**config.mk**
```make
export PLATFORM = sky130hd
export DESIGN_NAME = stream_demux
export DESIGN_NICKNAME = d
export VERILOG_FILES = /design/src/rtl/stream_demux.sv
export SDC_FILE = /design/constraint.sdc
export NUM_CORES = 1
export LEC_CHECK = 0
export ABC_AREA = 1
export CAP_MARGIN = 20
export CORE_MARGIN = 4
export CORE_UTILIZATION = 34
export DETAILED_ROUTE_END_ITERATION = 12
export PLACE_DENSITY = 0.69
export SYNTH_ARGS = -nofsm -noshare
export SYNTH_HDL_FRONTEND = slang
export SYNTH_SLANG_ARGS = --single-unit
```
**constraint.sdc**
```tcl
create_clock -name clk -period 1.6 [get_ports clk]
set_clock_uncertainty 0.15 [all_clocks]
set_input_delay 0.4 -clock clk [delete_from_list [all_inputs] [get_ports clk]]
set_output_delay 0.4 -clock clk [all_outputs]
set_load 0.05 [all_outputs]
```
**src/rtl/stream_demux.sv**
```systemverilog
// stream_demux: registered 1-to-NR_CH stream demultiplexer.
// Each accepted word is steered by in_sel into a one-entry output register
// for that channel. Words whose in_sel names no channel are accepted and
// dropped, with a one-cycle sel_err pulse.
//
// Handshake (input and every output channel): a word moves on the rising
// edge where valid && ready are both 1. A source holds its word stable
// while valid=1 and ready=0. Valid never depends on ready of the same port.
//
// Optional build macro DEMUX_DROP_CNT_EN adds the CNT_W parameter and a
// saturating drop_cnt output that counts dropped (out-of-range) words.
//
// Channel state is the EMPTY/FULL bit out_valid[i]; it is already an
// output, so no separate debug port is needed to observe it.
module stream_demux #(
    parameter int NR_CH  = 4,
    parameter int SEL_W  = 2,
    parameter int DATA_W = 2
`ifdef DEMUX_DROP_CNT_EN
    ,
    parameter int CNT_W  = 8
`endif
) (
    input  logic                    clk,
    input  logic                    rst_n,
    input  logic                    in_valid,
    output logic                    in_ready,
    input  logic [SEL_W-1:0]        in_sel,
    input  logic [DATA_W-1:0]       in_data,
    output logic [NR_CH-1:0]        out_valid,
    input  logic [NR_CH-1:0]        out_ready,
    output logic [NR_CH*DATA_W-1:0] out_data,
    output logic                    sel_err
`ifdef DEMUX_DROP_CNT_EN
    ,
    output logic [CNT_W-1:0]        drop_cnt
`endif
);

    logic [NR_CH-1:0]        valid_q, valid_d;
    logic [NR_CH*DATA_W-1:0] data_q, data_d;
    logic                    sel_err_q, sel_err_d;
    logic                    in_range;
    logic                    dst_ready;
    logic                    accept;
    logic [NR_CH-1:0]        load;
    logic [NR_CH-1:0]        drain;

    // Decode in_sel: is it a real channel, and can that channel take a word.
    // Out-of-range words are always sunk; nothing is ready while in reset.
    always_comb begin
        in_range  = 1'b0;
        dst_ready = 1'b0;
        for (int i = 0; i < NR_CH; i++) begin
            if (in_sel == SEL_W'(i)) begin
                in_range  = 1'b1;
                dst_ready = !valid_q[i] || out_ready[i];
            end
        end
        in_ready = rst_n && (in_range ? dst_ready : 1'b1);
        accept   = in_valid && in_ready;
    end

    // Per-channel register update: load wins over drain so a full channel
    // that drains and reloads in one cycle stays valid (no bubble).
    always_comb begin
        valid_d = valid_q;
        data_d  = data_q;
        load    = '0;
        drain   = '0;
        for (int i = 0; i < NR_CH; i++) begin
            drain[i] = valid_q[i] && out_ready[i];
            load[i]  = accept && in_range && (in_sel == SEL_W'(i));
            if (load[i]) begin
                valid_d[i]                   = 1'b1;
                data_d[i*DATA_W +: DATA_W]   = in_data;
            end else if (drain[i]) begin
                valid_d[i]                   = 1'b0;
            end
        end
        sel_err_d = accept && !in_range;
    end

    // Channel registers and the drop pulse.
    always_ff @(posedge clk or negedge rst_n) begin
        if (!rst_n) begin
            valid_q   <= '0;
            data_q    <= '0;
            sel_err_q <= 1'b0;
        end else begin
            valid_q   <= valid_d;
            data_q    <= data_d;
            sel_err_q <= sel_err_d;
        end
    end

    assign out_valid = valid_q;
    assign out_data  = data_q;
    assign sel_err   = sel_err_q;

`ifdef DEMUX_DROP_CNT_EN
    logic [CNT_W-1:0] drop_cnt_q, drop_cnt_d;

    // Saturating count of dropped words; only reset clears it.
    always_comb begin
        drop_cnt_d = drop_cnt_q;
        if (sel_err_d && (drop_cnt_q != '1)) begin
            drop_cnt_d = drop_cnt_q + 1'b1;
        end
    end

    // Drop counter register.
    always_ff @(posedge clk or negedge rst_n) begin
        if (!rst_n) begin
            drop_cnt_q <= '0;
        end else begin
            drop_cnt_q <= drop_cnt_d;
        end
    end

    assign drop_cnt = drop_cnt_q;
`else
    // Without the drop counter, dropped words are visible only via sel_err.
`endif

endmodule

```
* Word-level counts from Yosys, hierarchy flattened
Cells that the tools add are included.
** Operators by class
- Eq/ne operators :: 3
- Mux-type cells :: 17
- $lt $le $gt $ge :: 0
- Multipliers :: 0
- Bitwise logic cells :: 0
- $add $sub $neg :: 0
- Div/mod/pow operators :: 0
- Shift-type cells :: 0
- Reduce and logical (&&, ||, !) cells :: 26
** Operators with widths (number)
- 1-bit 2-to-1 mux :: 17
- 1-bit logical AND :: 12
- 2-bit nonzero test :: 4
- 1-bit logical NOT :: 5
- 2-bit equality test (second input constant) :: 2
- 1-bit logical OR :: 4
- 2-bit by 1-bit equality test with 1-bit output (second input constant) :: 1
- 2-bit logical NOT :: 1
** Word-level totals
- Memories kept :: 0
- Bits in latches :: 0
- Register bits :: 13
- Logic and storage cells :: 55
- Bits in read-only memories :: 0
- Memory bits (writable) :: 0
- Output and inout port bits :: 14
- Input bits :: 11

* Logic depth before layout (Yosys ltp)
- Word-level depth :: 12
- Gate-level depth with buffers :: 9
- Gate-level depth less buffers :: 9

* Worst setup path after synthesis
No wires, ideal clock.
- Kind :: flip-flop to output port
- From :: register valid_q[1] (netlist: out_valid[1])
- To :: output port in_ready
- Data required time :: 1.050 ns
- Buffers on the path :: 0
- Data arrival time :: 1.185 ns
- Cell stages (with the launch flop) :: 6
- Path slack :: -0.135 ns
- Path through :: dfrtp_1 -> nand2_1 -> nand2_1 -> nand2_2 -> nor2_2 -> nor2_8
** On the way
- Word-level cells in the longest chain between the ends :: 7
** RTL lines
- start, declared :: line 40 : logic [NR_CH-1:0] valid_q, valid_d;
- start signal, assigned :: line 91 : valid_q <= valid_d;
- 1-bit logical NOT :: line 57 : dst_ready = !valid_q[i] || out_ready[i];
- 1-bit logical OR :: line 57
- 1-bit 2-to-1 mux (3 in series) :: line 55 : if (in_sel == SEL_W'(i)) begin
- 1-bit 2-to-1 mux :: line 60 : in_ready = rst_n && (in_range ? dst_ready : 1'b1);
- 1-bit logical AND :: line 60
- end, declared :: line 27 : output logic in_ready,
No other way between the ends.

* Final worst setup path
- From :: input port out_ready[2]
- To :: output port in_ready
** On the way
- Word-level cells in the longest chain between the ends :: 5
** RTL lines
- start, declared :: line 31 : input logic [NR_CH-1:0] out_ready,
- 1-bit logical OR :: line 57
- 1-bit 2-to-1 mux (2 in series) :: line 55
- 1-bit 2-to-1 mux :: line 60
- 1-bit logical AND :: line 60
No other way between the ends.

==> results.yml <==
global_route:
  antenna_found_initial: 0
  grt_max_degree: 15
  grt_usage: 0.159
  grt_pass1_vias: 698
  overflow: 0
  grt_pass1_wl_um: 3080
timing:
  setup_violations: 13
  slew_violations: 0
  fin_tns_setup_ns: -1.39
  finalHoldViolCount: 0
  layout_setup_ws_ns: -0.184
  finalCritPeriodShare: 1.11
  fmax_ghz: 0.561
  rsz0062_at_grt: "yes"
  final.min_clock_period_ns: 1.78
routing:
  wl_per_cell_um: 12.3
  dr_total_vias: 724
  finalWirelength_um: 1930
  ant_nets: 0
  drt_pass1_iterations: 4
  drcViolationCount: 0
  first_iter_violations: 23
  avgViaCountPerCell: 4.61
pwr:
  netSwitchingFraction: 0.381
  seqPwrFrac: 0.347
  p_leak_nw: 0.678
  power_switching_uw: 481
  combinationalPowerShare: 0.496
  internal_power_uw: 781
  ir_drop_mv: 0.698
  powerDensity_nw_per_um2: 963
  clkPwrFrac: 0.157
cells_and_area:
  nets: 144
  seqCellArea_um2: 330
  fin_util: 0.751
  fillers: 131
  antenna_cells: 0
  multiInputGateArea_um2: 295
  drive_gt1_frac: 0.545
  syn2layout_area_growth_pct: 109
clock_tree:
  clk_latency_ns: 0.27
  clock_sinks: 13
  clock_path_buffers: 2
  postCtsHoldBufs: 0
  ctsHtreeMaxLevel: 1
  cts_root_buffer: "clkbuf_4"
  cts_buffers: 3
  cts_tree: "built"
  path_clk_slew_ns: 0.08
yosys:
  synth.top_cells.by_count: "28 x nand2_1, 13 x dfrtp_1, 12 x nand4_1"
  synth_area_per_cell_um2: 8.25
  ys.flop_type: "dfrtp_1"
  yosysSeqAreaShare: 0.519
  syn-num-nets: 87
  synth.area.top_cells: "dfrtp_1 52%, nand2_1 17%, nand4_1 12%"
  synth_area_um2: 627
  yosysTopAreaCell: "dfrtp_1"
  yosysWarnings: 0
  async_flop_share: 1.00
  netlist_instances: 76
  ys_ff_latch: 13
  synth_edf_count: 0
  yosysMostFrequentCell: "nand2_1"
  synth_top_area_frac: 0.519
  synth_cell_type_count: 13
run_status:
  violations: "negative setup slack"
  status: "finished with violations"
setup_path:
  cp-end-kind: "primary output"
  start_kind: "primary input"
  cp_data_arrival_time_ns: 1.23
  path_class: "primary input to primary output"
  cp.required_ns: 1.05
  crit_path_max_fanout: 2
floorplanning:
  core.rowCount: 15
  die_x_um: 50.9
  die_h_um: 50.9
  coreArea_um2: 1750
  die-area_um2: 2590
  initial_core_util: 0.359
  io_pins: 25
run:
  drv_cap: 0
min_path:
  hold_path_class: "primary input to async pin"
place:
  dp_slack_ns: -0.566
  gp_congestion: 0.799
  numPortBuffers: 24
  dp_hpwl_um: 1350
placed cells by master, fill, tap and decap left out, types with 3 or more instances in the layout:
cell / count
dlygate4sd2_1: 3
nand2_2: 8
nand4_1: 12
clkbuf_4: 3
dfrtp_1: 9
dfrtp_2: 4
inv_1: 5
inv_2: 4
buf_12: 14
nand2_1: 22
clkdlybuf4s50_1: 3
buf_4: 28
nor2_2: 3
worst max-delay path, cell delays in order:
cell	delay [ns]
dlygate4sd2_1	0.23
inv_1	0.06
nand2_2	0.05
nand2_1	0.08
nand2_2	0.06
nor2_4	0.16
nor2_8	0.05
buf_12	0.14
per-layer routing:
metal	vias up	GRT usage	wire [µm]
met5	-	0	0
met3	4	0.0292	139
li1	356	-	-
met4	0	0.0807	21
met2	33	0.258	1020
met1	331	0.200	750
state kept, by name (all words and copies together) (netlist names):
name,count
out_data,8
out_valid,4
sel_err,1
cell type report:
class	count	area share
Clock buffer	4	0.0200
Inverter	10	0.0305
Multi-Input combinational cell	52	0.225
Sequential cell	13	0.252
Tap cell	25	0.0239
Timing Repair Buffer	53	0.448
power by group through the flow:
stage	Clock (mW)	Combinational (mW)	Sequential, mW
after CTS	0.207	0.618	0.438
after global routing	0.235	0.656	0.444
after floorplan	0	0.0906	0.601
after global placement	0	0.587	0.444
final	0.198	0.627	0.438
after detailed placement	0	0.596	0.444
cell families (layout without fill, tap and decap cells):
group / count (synthesis) / after routing / share of synthesized area
other: 1 / 1 / 0.00598
buffers and inverters: 11 / 67 / 0.0659
and+or+nand+nor: 49 / 49 / 0.391
DFF: 13 / 13 / 0.519
AOI/OAI and AO/OA: 2 / 2 / 0.0180
per-stage QoR:
stage | power, mW | hold slack [ns] | cells | instance area [µm²]
final | 1.26 | 0.103 | 157 | 1310
after global routing | 1.34 | 0.0940 | 157 | 1310
after CTS | 1.26 | 0.0997 | 154 | 1280
after detailed placement | 1.04 | 0.388 | 139 | 1150
after global placement | 1.03 | 0.385 | 139 | 1150
after floorplan | 0.692 | -0.0456 | 76 | 632
final timing paths:
check                              from      endpoint  slack, ns  cells after the start
max                        out_ready[2]      in_ready      -0.18                      8
min                               rst_n   out_data[6]       0.10                      2
max reg2reg                out_valid[3]   out_data[2]      -0.08                     11
min reg2reg                 out_data[5]   out_data[5]       0.40                      2
max in group asynchronous         rst_n  out_valid[0]       1.02                      2
min in group clk            out_data[5]   out_data[5]       0.40                      2
what timing repair did:
action,4_1_cts,5_1_grt
hold endpoints to repair,0,0
pin swaps,10,7
resized for setup,24,6
setup buffers,11,4
endpoints found under the setup margin,12,13
(Power assumes the default switching activity.)
